## config.mk

```make
export PLATFORM = sky130hd
export DESIGN_NAME = frame_tx_arbiter
export DESIGN_NICKNAME = d
export VERILOG_FILES = /design/src/rtl/frame_tx_pkg.sv /design/src/rtl/tx_skid_buf.sv /design/src/rtl/frame_tx_arbiter.sv
export SDC_FILE = /design/constraint.sdc
export NUM_CORES = 1
export LEC_CHECK = 0
export BUFFER_PORTS_ARGS = -buffer_cell sky130_fd_sc_hd__buf_2
export CAP_MARGIN = 40
export CELL_PAD_IN_SITES_DETAIL_PLACEMENT = 1
export CELL_PAD_IN_SITES_GLOBAL_PLACEMENT = 2
export CORE_UTILIZATION = 36
export DETAILED_ROUTE_END_ITERATION = 8
export PLACE_DENSITY = 0.81
export SLEW_MARGIN = 5
export SYNTH_ARGS = -nofsm -noshare
export SYNTH_HDL_FRONTEND = slang
export SYNTH_SLANG_ARGS = --single-unit
```

## constraint.sdc

```tcl
create_clock -name clk -period 4.84 [get_ports clk]
set_input_delay 1.21 -clock clk [delete_from_list [all_inputs] [get_ports clk]]
set_output_delay 1.21 -clock clk [all_outputs]
set_load 0.005 [all_outputs]
```

## src/rtl/frame_tx_pkg.sv

```systemverilog
// frame_tx_pkg
// Shared definitions for the TX frame arbiter: FSM state encoding, default
// datapath widths and the standard Ethernet inter-frame gap in byte times.
package frame_tx_pkg;

  typedef enum logic [1:0] {
    IDLE   = 2'd0,
    GRANT  = 2'd1,
    STREAM = 2'd2,
    GAP    = 2'd3
  } state_t;

  localparam int DEF_DATA_W    = 8;
  localparam int DEF_LEN_W     = 11;
  localparam int ETH_IFG_BYTES = 12;

endpackage

```

## src/rtl/tx_skid_buf.sv

```systemverilog
// tx_skid_buf
// Two-entry FIFO-style skid buffer between the source FIFO read pipeline and
// the MAC handshake. The producer side has no ready: the caller meters pushes
// with the occupancy output so that a push never lands on a full buffer.
// Ports:
//   clk, rst      clock, asynchronous active-high reset (control state only)
//   in_valid      push strobe
//   in_data       pushed byte
//   out_valid     head entry present
//   out_data      head entry
//   out_ready     consumer takes the head when out_valid is also high
//   occ           number of stored entries (0..2)
module tx_skid_buf #(
  parameter int DATA_W = 8
) (
  input  logic              clk,
  input  logic              rst,
  input  logic              in_valid,
  input  logic [DATA_W-1:0] in_data,
  output logic              out_valid,
  output logic [DATA_W-1:0] out_data,
  input  logic              out_ready,
  output logic [1:0]        occ
);

  logic [DATA_W-1:0] mem [2];
  logic              wr_ptr;
  logic              rd_ptr;
  logic              push;
  logic              pop;

  // A push while full is discarded rather than overwriting the head.
  assign push      = in_valid && (occ != 2'd2);
  assign pop       = out_valid && out_ready;
  assign out_valid = (occ != 2'd0);
  assign out_data  = mem[rd_ptr];

  always_ff @(posedge clk or posedge rst) begin
    if (rst) begin
      wr_ptr <= 1'b0;
      rd_ptr <= 1'b0;
      occ    <= 2'd0;
    end else begin
      if (push) wr_ptr <= ~wr_ptr;
      if (pop)  rd_ptr <= ~rd_ptr;
      case ({push, pop})
        2'b10:   occ <= occ + 2'd1;
        2'b01:   occ <= occ - 2'd1;
        default: occ <= occ;
      endcase
    end
  end

  always_ff @(posedge clk) begin
    if (push) mem[wr_ptr] <= in_data;
  end

endmodule

```

## src/rtl/frame_tx_arbiter.sv

```systemverilog
// frame_tx_arbiter
// Frame-level scheduler that shares one TX MAC byte stream between two
// ingress frame FIFOs (src 0: bridge-forwarded, src 1: local/management).
// A descriptor (valid + length) is acknowledged, exactly that many bytes are
// popped from the granted FIFO and streamed with valid/ready/last, and a
// fixed inter-frame gap follows every frame.
// Build option: define ARB_STRICT_PRIO_EN to give src 0 absolute priority
// (src 1 may starve); otherwise sources alternate round-robin per frame.
// Ports:
//   clk, rst        clock, asynchronous active-high reset
//   src_frm_valid   per-source descriptor pending
//   src_frm_len     per-source frame length, src 0 in the low LEN_W bits
//   src_frm_ack     one-cycle descriptor-consumed pulse
//   src_rd          FIFO read strobe, data returns the next cycle
//   src_data        FIFO data per source, src 0 in the low DATA_W bits
//   src_empty       FIFO empty flag per source
//   tx_data/tx_valid/tx_last/tx_ready   byte stream to the MAC
//   busy            FSM is outside IDLE
//   grant           source owning the stream
module frame_tx_arbiter
  import frame_tx_pkg::*;
#(
  parameter int DATA_W     = DEF_DATA_W,
  parameter int LEN_W      = DEF_LEN_W,
  parameter int IFG_CYCLES = ETH_IFG_BYTES
) (
  input  logic                clk,
  input  logic                rst,
  input  logic [1:0]          src_frm_valid,
  input  logic [2*LEN_W-1:0]  src_frm_len,
  output logic [1:0]          src_frm_ack,
  output logic [1:0]          src_rd,
  input  logic [2*DATA_W-1:0] src_data,
  input  logic [1:0]          src_empty,
  output logic [DATA_W-1:0]   tx_data,
  output logic                tx_valid,
  output logic                tx_last,
  input  logic                tx_ready,
  output logic                busy,
  output logic                grant
);

  localparam int GAP_W = (IFG_CYCLES > 1) ? $clog2(IFG_CYCLES) : 1;

  state_t            state;
  logic [LEN_W-1:0]  remaining;
  logic [GAP_W-1:0]  gap_cnt;
  logic              rd_vld_p1;
  logic              sel;
  logic [LEN_W-1:0]  sel_len;
  logic              rd_en;
  logic              credit_ok;
  logic              tx_fire;
  logic              skid_vld;
  logic [1:0]        skid_occ;
  logic [DATA_W-1:0] skid_data;
  logic [DATA_W-1:0] fifo_data;

`ifndef ARB_STRICT_PRIO_EN
  logic              rr_ptr;
`endif

  // Source selection, only acted upon in IDLE.
  always_comb begin
`ifdef ARB_STRICT_PRIO_EN
    sel = src_frm_valid[0] ? 1'b0 : 1'b1;
`else
    sel = src_frm_valid[rr_ptr] ? rr_ptr : ~rr_ptr;
`endif
    sel_len = sel ? src_frm_len[2*LEN_W-1:LEN_W] : src_frm_len[LEN_W-1:0];
  end

  assign tx_fire   = tx_valid && tx_ready;
  assign fifo_data = grant ? src_data[2*DATA_W-1:DATA_W] : src_data[DATA_W-1:0];

  // Bytes in flight plus bytes buffered may not exceed the two skid slots.
  // A beat leaving this cycle frees a slot, which keeps 1 byte/cycle going.
  assign credit_ok = ({1'b0, skid_occ} + {2'b00, rd_vld_p1}) < (3'd2 + {2'b00, tx_fire});

  // Reading starts already in GRANT so the first beat appears two cycles later.
  assign rd_en  = ((state == GRANT) || (state == STREAM)) && (remaining != '0) &&
                  !src_empty[grant] && credit_ok;
  assign src_rd = grant ? {rd_en, 1'b0} : {1'b0, rd_en};

  // Stage p1: FIFO data returns one cycle after the read strobe.
  tx_skid_buf #(
    .DATA_W (DATA_W)
  ) u_skid (
    .clk       (clk),
    .rst       (rst),
    .in_valid  (rd_vld_p1),
    .in_data   (fifo_data),
    .out_valid (skid_vld),
    .out_data  (skid_data),
    .out_ready (tx_ready),
    .occ       (skid_occ)
  );

  // Stage p2: skid head drives the MAC.
  assign tx_valid = skid_vld;
  assign tx_data  = skid_vld ? skid_data : '0;
  assign tx_last  = skid_vld && (state == STREAM) && (remaining == '0) &&
                    !rd_vld_p1 && (skid_occ == 2'd1);

  always_ff @(posedge clk or posedge rst) begin
    if (rst) begin
      state       <= IDLE;
      grant       <= 1'b0;
      src_frm_ack <= 2'b00;
      busy        <= 1'b0;
      remaining   <= '0;
      gap_cnt     <= '0;
      rd_vld_p1   <= 1'b0;
`ifndef ARB_STRICT_PRIO_EN
      rr_ptr      <= 1'b0;
`endif
    end else begin
      src_frm_ack <= 2'b00;
      rd_vld_p1   <= rd_en;
      if (rd_en) remaining <= remaining - LEN_W'(1);

      case (state)
        IDLE: begin
          if (|src_frm_valid) begin
            grant       <= sel;
            remaining   <= sel_len;
            src_frm_ack <= sel ? 2'b10 : 2'b01;
`ifndef ARB_STRICT_PRIO_EN
            rr_ptr      <= ~sel;
`endif
            busy        <= 1'b1;
            state       <= GRANT;
          end
        end
        GRANT: begin
          // Zero-length descriptors are dropped: acked, no beats, no gap.
          if (remaining == '0) begin
            busy  <= 1'b0;
            state <= IDLE;
          end else begin
            state <= STREAM;
          end
        end
        STREAM: begin
          if (tx_last && tx_ready) begin
            if (IFG_CYCLES == 0) begin
              busy  <= 1'b0;
              state <= IDLE;
            end else begin
              gap_cnt <= GAP_W'(IFG_CYCLES - 1);
              state   <= GAP;
            end
          end
        end
        GAP: begin
          if (gap_cnt == '0) begin
            busy  <= 1'b0;
            state <= IDLE;
          end else begin
            gap_cnt <= gap_cnt - GAP_W'(1);
          end
        end
        default: begin
          busy  <= 1'b0;
          state <= IDLE;
        end
      endcase
    end
  end

endmodule
```

# Yosys cells after proc, flatten, opt, wreduce, memory -nomap -nowiden
# Memory sizes are Yosys's and may differ from the RTL's.
# Cells that the tools add are included.
dict set report word_totals {
  ff_bits 27
  latch_bits 0
  ramBits 16
  romBits 0
  input_bits 45
  output_inout_bits 16
  elab_cells 93
  memories 1
}
# memory words width rd rd_ports_with_merged_regs wr line_no
set memory_table {}
lappend memory_table {u_skid.mem 2 8 1 0 1 tx_skid_buf.sv:26} ;# logic [DATA_W-1:0] mem [2];
dict set report classes {
  add_sub_neg 6
  multipliers 0
  div_mod_pow 0
  n_lt_le_gt_ge 3
  n_eq_ne 12
  shifts 0
  muxes 30
  bitwise 4
  n_reduce_logical 26
}
# op count
set op_table {}
lappend op_table {{$mux W11} 4}
lappend op_table {{$mux W2} 8}
lappend op_table {{$mux W8} 2}
lappend op_table {{$logic_not A11 Y1} 1}
lappend op_table {{$reduce_bool A11 Y1} 1}
lappend op_table {{$sub A11 B1 Y11 const B} 1}
lappend op_table {{$logic_and A1 B1 Y1} 10}
lappend op_table {{$mux W1} 10}
lappend op_table {{$mux W4} 2}
lappend op_table {{$ne A2 B2 Y1 const B} 4}
lappend op_table {{$pmux W2 S4} 1}
lappend op_table {{$pmux W4 S2} 1}
lappend op_table {{$eq A2 B1 Y1 const B} 3}
lappend op_table {{$eq A2 B2 Y1 const B} 3}
lappend op_table {{$reduce_and A3 Y1} 2}
lappend op_table {{$reduce_bool A2 Y1} 3}
lappend op_table {{$logic_not A4 Y1} 1}
lappend op_table {{$lt A1 B2 Y1 const B} 2}
lappend op_table {{$ne A2 B1 Y1 const B} 2}
lappend op_table {{$not A1 Y1} 4}
lappend op_table {{$pmux W2 S2} 1}
lappend op_table {{$reduce_and A4 Y1} 1}
lappend op_table {{$sub A4 B1 Y4 const B} 1}
lappend op_table {{$add A2 B1 Y3} 1}
lappend op_table {{11 further kinds} 12}

# Depth between registers and ports, before layout
# Gate-level depths: netlist (run 1).
dict set report depth {
  word_depth 8
  ltp_mapped 8
  depth_no_buf 7
}

# Hierarchy
# From an unflattened synthesis (run 1), not the netlist that was laid out.
dict set report hier_totals {
  hier_cells 216
  area_unflattened_um2 2382.3
}
# module n_inst cells_per_inst area_each_um2 seq_area_each_um2
set by_module_without_submodules {}
lappend by_module_without_submodules {frame_tx_arbiter 1 172 1601.5 575.6}
lappend by_module_without_submodules {tx_skid_buf 1 44 780.7 580.6}

# Least setup slack after synthesis (run 1)
# OpenSTA, ideal clock, no wires.
dict set report synth_timing {
  path_type {input to output}
  startpoint {input port tx_ready}
  endpoint {output port src_rd[0]}
  arrival_ns 2.393
  required_ns 3.630
  setup_slack_ns 1.237
  stages 4
  n_path_buf 0
  cell_sequence {or3b_4 -> a2111oi_4 -> nand2_2 -> nor2_1}
}
dict set report synth_between {
  elab_chain_len 5
}
# element line_no
set synth_lines {}
lappend synth_lines {{start, declared} frame_tx_arbiter.sv:38} ;# input logic tx_ready,
lappend synth_lines {{$logic_and A1 B1 Y1} frame_tx_arbiter.sv:73} ;# assign tx_fire = tx_valid && tx_ready;
lappend synth_lines {{$add A2 B1 Y3} frame_tx_arbiter.sv:78} ;# assign credit_ok = ({1'b0, skid_occ} + {2'b00, rd_vld_p1}) < (3'd2 + {2'b00, tx_fire});
lappend synth_lines {{$lt A3 B3 Y1} frame_tx_arbiter.sv:78}
lappend synth_lines {{$logic_and A1 B1 Y1} frame_tx_arbiter.sv:82} ;# !src_empty[grant] && credit_ok;
lappend synth_lines {{$mux W2} frame_tx_arbiter.sv:83} ;# assign src_rd = grant ? {rd_en, 1'b0} : {1'b0, rd_en};
lappend synth_lines {{end, declared} frame_tx_arbiter.sv:32} ;# output logic [1:0] src_rd,
# Every way passes these cells.

# Worst setup path after layout (run 1)
# Same ends and word-level chain as after synthesis.

==> results of run 1 <==
## area by class of cell
type                            count  area share
Clock buffer                        5      0.0224
Clock inverter                      3      0.0220
Inverter                           16      0.0196
Multi-Input combinational cell    161       0.412
Sequential cell                    43       0.377
Tap cell                           80      0.0327
Timing Repair Buffer               64       0.114
## synthesized netlist by cell type (2+ instances only)
cell	instances
nor2_1	28
dfrtp_1	27
mux2_2	17
edfxtp_1	16
inv_1	16
ha_1	15
a21oi_1	11
mux2i_1	11
clkbuf_1	7
nand2_1	7
xnor2_1	7
nand4_1	6
xor2_1	6
nor3_1	5
nand3_1	4
and3_1	3
nor2b_1	3
o21ai_0	3
a21o_1	2
a22o_1	2
nand2b_1	2
nand3b_1	2
o21ai_1	2
## final timing paths
| kind | from | end | slack, ns | cells after the start |
|---|---|---|---|---|
| setup / recovery | tx_ready | src_rd[0] | 0.83 | 6 |
| hold / removal | rr_ptr | src_frm_ack[0] | 0.48 | 1 |
| setup reg to reg | u_skid.occ[0] | remaining[10] | 2.14 | 7 |
| hold reg to reg | rr_ptr | src_frm_ack[0] | 0.48 | 1 |
| max in group asynchronous | rst | busy | 3.47 | 3 |
| min in group asynchronous | rst | remaining[4] | 0.92 | 2 |
## critical path, delay by kind of cell
family,cells,cell delay (ns)
buffers and inverters,2,0.21
and+or+nand+nor,3,0.70
AOI/OAI and AO/OA,1,0.68
## metrics by stage
step,hold slack [ns],util
after floorplan,0.431,-
after global placement,0.454,0.428
after detailed placement,0.463,0.434
after CTS,0.478,0.454
after global routing,0.501,0.454
final,0.477,0.454
## metal layers
layer	share of wire	GRT usage	vias up
met5	0	0	-
met4	0.015	0.0545	0
met3	0.037	0.0308	6
met2	0.51	0.303	37
met1	0.43	0.201	919
li1	-	-	940
## power by group through the flow
stage	logic [mW]	clock network [mW]	registers, mW
after floorplan	0.621	0	0.613
after global placement	0.806	0	0.653
after detailed placement	0.835	0	0.661
after CTS	0.842	0.344	0.654
after global routing	0.939	0.355	0.675
final	0.826	0.334	0.650
## kinds of logic after synthesis
family,Yosys count,share of synthesized area
fa+ha+maj,15,0.0747
flops,43,0.460
compound gates,33,0.0981
xor+xnor,13,0.0453
mux,28,0.120
simple gates,72,0.164
buf+inv,25,0.0378
## state kept, by name (all words and copies together), names as in the netlist, named ones only
name and cells:
u_skid.wr_ptr 1, rr_ptr 1, busy 1, gap_cnt 4, grant 1, remaining 11, u_skid.rd_ptr 1, rd_vld_p1 1
state 1, u_skid.mem 16, u_skid.occ 2, src_frm_ack 2
==> qor.yml, run 1 <==
final_layout:
  layout.cells.non_filler: 372
  seqCellArea_um2: 1160
  layout_commonest_cell: "buf_2"
  multiInputGateArea_um2: 1260
  syn_to_final_growth_pct: 22.0
  fillers: 779
  fin_area_um2: 3070
  final_cell_mix: "buf_2 (60), nor2_1 (28), dfrtp_1 (27)"
  antenna_cells: 0
  nets: 351
  drive_gt1_frac: 0.349
logic_synthesis:
  ys_types: 50
  postSynthAreaPerCell_um2: 11.0
  netlist_area_um2: 2510
  netlist_instances: 229
  synth_seq_cells: 43
  ys_seq_area_frac: 0.460
  synth_edf_count: 16
  syn-num-nets: 289
  yosysTopAreaCellShare: 0.269
  yosysWarnings: 0
  synthTopCellsByArea: "dfrtp_1 (27%), edfxtp_1 (19%), mux2_2 (7.6%), ha_1 (7.5%), mux2i_1 (4.4%)"
  synth-async-reset-ratio: 0.628
  synth-main-ff-cell: "dfrtp_1"
  post-synth-top-area-cell: "dfrtp_1"
cts:
  cts.sinks: 43
  clockBufferDepth: 2
  cts.root.buffer_cell: "clkbuf_8"
  ctsResizeCount: 0
  ctsHoldBuffers: 0
  clk_latency_ns: 0.30
  postCtsSetupBuffers: 0
  clk_pin_slew_ns: 0.08
  cts_buffers: 5
  cts_tree: "built"
  cts_max_level: 2
worst_setup_path:
  end_kind: "output port"
  cpMostUsedCell: "buf_2"
  required_ns: 3.63
  critPathLaunchType: "input pin"
  crit_arrival_ns: 2.80
  cp_slowest_cell: "a2111oi_4"
  criticalPathCategory: "input pin to output port"
  worstPathMaxFanout: 10
  max_stage_delay_ns: 0.68
  worstPathCellList: "buf_2 > or3b_4 > a2111oi_4 > nand2_2 > nor2_1 > buf_2"
global_route:
  grt_pass1_vias: 1978
  grt_max_degree: 25
  grt_pass1_wl_um: 9490
  antenna_found_initial: 0
  grt_use_total: 0.168
  grt-ovfl-total: 0
pwr:
  power_mw: 1.81
  switching_share: 0.378
  p_int_mw: 1.13
  leakage_nw: 1.39
  pwr-share-seq: 0.359
  pwr-share-comb: 0.456
  p_per_area_nw_per_um2: 590
  p_switching_mw: 0.684
  peakVddDrop_mv: 0.193
  p_clk_frac: 0.184
die:
  num_rows: 30
  start_util: 0.372
  die-area_um2: 7320
  io_pins: 61
  die_w_um: 85.6
  core_area_um2: 6760
  die_y_um: 85.6
drt:
  drtAntennaViolNets: 0
  via_per_inst: 5.11
  drt_first_iter_violations: 33
  finalWirelength_um: 5520
  vias: 1902
  wl_per_cell_um: 14.8
  first_pass_iters: 4
  drc: 0
placement:
  place_ws_ns: 0.834
  dp_hpwl_um: 4250
  numPortBuffers: 60
  place_area_um2: 2930
  gp_congestion: 0.751
  place_inst: 364
timing:
  period_share: 0.828
  layout_setup_ws_ns: 0.830
  finalCriticalPeriod_ns: 4.01
  setup_viol: 0
  finClkSkew_ns: 0.00356
  setup-tns-final_ns: 0
  rsz0062_at_grt: "no"
  max_freq_mhz: 249
  finalHoldViolCount: 0
  drv_slew: 0
  timing_worst_slew_pin_value_ns: 0.720
  slew_headroom: 0.518
job:
  cap_violations: 0
worst_hold_path:
  min_path_type: "register to register"
run_status:
  outcome: "finished clean"
(Power assumes the default switching activity.)
==> run 2: changes to the inputs <==
Settings changed: ABC_AREA from default to 1, CORE_UTILIZATION 36 to 31, PLACE_DENSITY 0.81 to 0.76.
Clock period 4.84 ns to 3.7 ns, I/O delays scaled along.
==> run 2 against run 1 <==
Via count up 12%. Non-clock buffer count down 3. First-iteration DRC count up 79%. Core utilization down 6.4 points. Critical path type is now register to output port. Cell count up 27%. Count of clock-buffer cells in the layout unchanged. Largest cell class unchanged. Global-route usage down 1.2 points.
==> qor.yml, run 2 <==
run_status:
  outcome: "finished clean"
placement:
  place_area_um2: 2970  # +1.3%
  dp_hpwl_um: 4760  # +12%
  numPortBuffers: 60  # unchanged
  gp_congestion: 0.793  # +5.5%
cts:
  clk_latency_ns: 0.30  # about the same
  cts.sinks: 43  # unchanged
  clk_pin_slew_ns: 0.09  # about the same
  postCtsSetupBuffers: 0  # unchanged
  ctsHoldBuffers: 0  # unchanged
  cts_buffers: 5  # unchanged
  ctsResizeCount: 0  # unchanged
  cts.root.buffer_cell: "clkbuf_8"
  cts_max_level: 2  # unchanged
  clockBufferDepth: 2  # unchanged
  cts_tree: "built"
die:
  die_y_um: 92.8  # +8.4%
  die_w_um: 92.8  # +8.4%
  die-area_um2: 8610  # +18%
  io_pins: 61  # unchanged
  start_util: 0.326  # -0.0465
  core_area_um2: 7850  # +16%
  num_rows: 32  # +6.7%
worst_hold_path:
  whs_path_depth: 2  # +1
  min_path_type: "register to register"
  hold_start: "busy"
  min_to: "busy"
timing:
  setup_viol: 0  # unchanged
  timing_worst_slew_pin_value_ns: 0.715  # -0.00532 ns
  drv_slew: 0  # unchanged
  finClkSkew_ns: 0.00513  # +0.00157 ns
  period_share: 0.785
  max_freq_mhz: 344
  rsz0062_at_grt: "no"
  setup-tns-final_ns: 0  # unchanged
  finalCriticalPeriod_ns: 2.91
  slew_headroom: 0.522  # +0.00356
  finalHoldViolCount: 0  # unchanged
final_layout:
  fin_area_um2: 3060  # -0.20%
  final_cell_mix: "nand2_1 (75), buf_2 (60), nor2_1 (37)"
  drive_gt1_frac: 0.261  # -0.0886
  top_register: "u_skid.mem"
  nets: 431  # +23%
  utilization: 0.390  # -0.0639
  syn_to_final_growth_pct: 19.7
  fillers: 1008  # +29%
  layout_commonest_cell: "nand2_1"
  largest_reg_flops: 16  # unchanged
  antenna_cells: 0  # unchanged
  multiInputGateArea_um2: 1210  # -3.9%
  seqCellArea_um2: 1160  # unchanged
  reg_top3: "u_skid.mem: 16 flops, remaining: 11 flops, gap_cnt: 4 flops"
global_route:
  grt_pass1_vias: 2230  # +13%
  grt_pass1_wl_um: 10600  # +11%
  antenna_found_initial: 0  # unchanged
  grt_max_degree: 28  # +12%
  grt_use_total: 0.156  # -0.0118
  grt-ovfl-total: 0  # unchanged
logic_synthesis:
  syn-num-nets: 367  # +27%
  ys_seq_area_frac: 0.452  # -0.00743
  yosysTopAreaCellShare: 0.264  # -0.00434
  synth_most_common_cell: "nand2_1"
  yosysWarnings: 0  # unchanged
  post-synth-top-area-cell: "dfrtp_1"
  synth_edf_count: 16  # unchanged
  synth_seq_cells: 43  # unchanged
  synth-async-reset-ratio: 0.628  # unchanged
  synth_common_cells: "nand2_1 (75), nor2_1 (37), inv_1 (31)"
  netlist_area_um2: 2550  # +1.6%
  postSynthAreaPerCell_um2: 8.32  # -24%
  synth-main-ff-cell: "dfrtp_1"
  netlist_instances: 307  # +34%
  synthTopCellsByArea: "dfrtp_1 (26%), edfxtp_1 (19%), nand2_1 (11%), ha_1 (7.3%), nor2_1 (5.4%)"
  ys_types: 33  # -34%
drt:
  vias: 2132  # +12%
  first_pass_iters: 4  # unchanged
  finalWirelength_um: 6090  # +10%
  via_per_inst: 4.50  # -12%
  drc: 0  # unchanged
  drt_first_iter_violations: 59  # +79%
  drtAntennaViolNets: 0  # unchanged
  wl_per_cell_um: 12.8  # -13%
job:
  cap_violations: 0  # unchanged
worst_setup_path:
  critPathLaunchType: "register"
  cp_slowest_cell: "dfrtp_1"
  reg2reg_depth: 10  # +3
  required_ns: 2.77  # -0.86 ns
  r2r-end: "remaining[0]"
  criticalPathCategory: "register to output port"
  cpMostUsedCell: "inv_1"
  end_kind: "output port"
  crit_arrival_ns: 1.98  # -0.82 ns
  r2r_start: "u_skid.occ[0]"
  max_stage_delay_ns: 0.42  # -0.26 ns
  rrSetupSlack_ns: 1.68  # -0.46 ns
  worstPathCellList: "inv_1 > ha_1 > inv_1 > nand3_1 > nand2_1 > inv_1 > nor2_2 > nand2_4 > nor2_1 > buf_2"
  worstPathMaxFanout: 11  # +1
pwr:
  leakage_nw: 1.50  # +7.8%
  p_per_area_nw_per_um2: 775  # +31%
  peakVddDrop_mv: 0.206  # +6.5%
[run 2: cell count changes in the layout (fill, tap and decap cells not counted), moves of 6 or more]
cell,change
a21oi_1,-6
nor2_4,+6
nor2_1,+9
nand3_1,+15
nand2_1,+68
inv_1,+15
inv_2,+10
o21ai_0,+8
mux2_2,-17
mux2i_1,-11
[run 2: where the power goes]
group,internal [mW],switching [mW],leakage [nW],total [mW]
Sequential,0.694,0.148,0.467,0.842
Combinational,0.464,0.751,0.990,1.21
Clock,0.135,0.179,0.0408,0.315
Total,1.29,1.08,1.50,2.37
[run 2: metal layers]
metal	wire (um)	vias up	global-route usage
met1	2680	981	0.186
met2	3140	36	0.285
met3	205	4	0.0287
met4	58	0	0.0385
li1	-	1111	-
met5	0	-	0
[run 2: layout make-up]
class                   count  area share
clock buffers               5      0.0225
clock inverters             3     0.00777
inverters                  43      0.0528
multi-input cells         217       0.397
flip-flops and latches     43       0.378
well taps                 102      0.0417
repair buffers             61       0.101
[run 2: critical path, delay by kind of cell, from the launching register on]
kind / cells / cell delay, ns
adders and majority gates: 1 / 0.22
DFF: 1 / 0.42
buffers and inverters: 4 / 0.49
and+or+nand+nor: 5 / 0.55
[run 2: kinds of logic after synthesis]
logic type / after synthesis / synth area share
AO/OA/AOI/OAI: 37 / 0.0877
XOR/XNOR: 9 / 0.0309
adder cells (fa/ha/maj): 15 / 0.0735
buffers and inverters: 47 / 0.0725
flip-flops: 43 / 0.452
AND/OR/NAND/NOR: 156 / 0.283
[run 2: metrics by stage]
stage	setup slack (ns)	instances	hold WS [ns]	total power, mW
2_1_floorplan	1.35	307	0.459	1.74
3_3_place_gp	1.04	466	0.461	2.08
3_5_place_dp	1.03	466	0.478	2.10
4_1_cts	0.755	474	0.502	2.43
5_1_grt	0.518	474	0.551	2.66
6_report	0.794	474	0.493	2.37
[run 2: how the worst max path moves through the flow]
stage	depth (start not counted)	slack (ns)	to	start
global route	10	0.52	src_rd[0]	u_skid.occ[0]
floorplan	6	1.35	src_rd[0]	tx_ready
detailed placement	8	1.03	src_rd[0]	tx_ready
CTS	10	0.75	src_rd[0]	u_skid.occ[0]
finish	10	0.79	src_rd[0]	u_skid.occ[0]
global placement	8	1.04	src_rd[0]	tx_ready
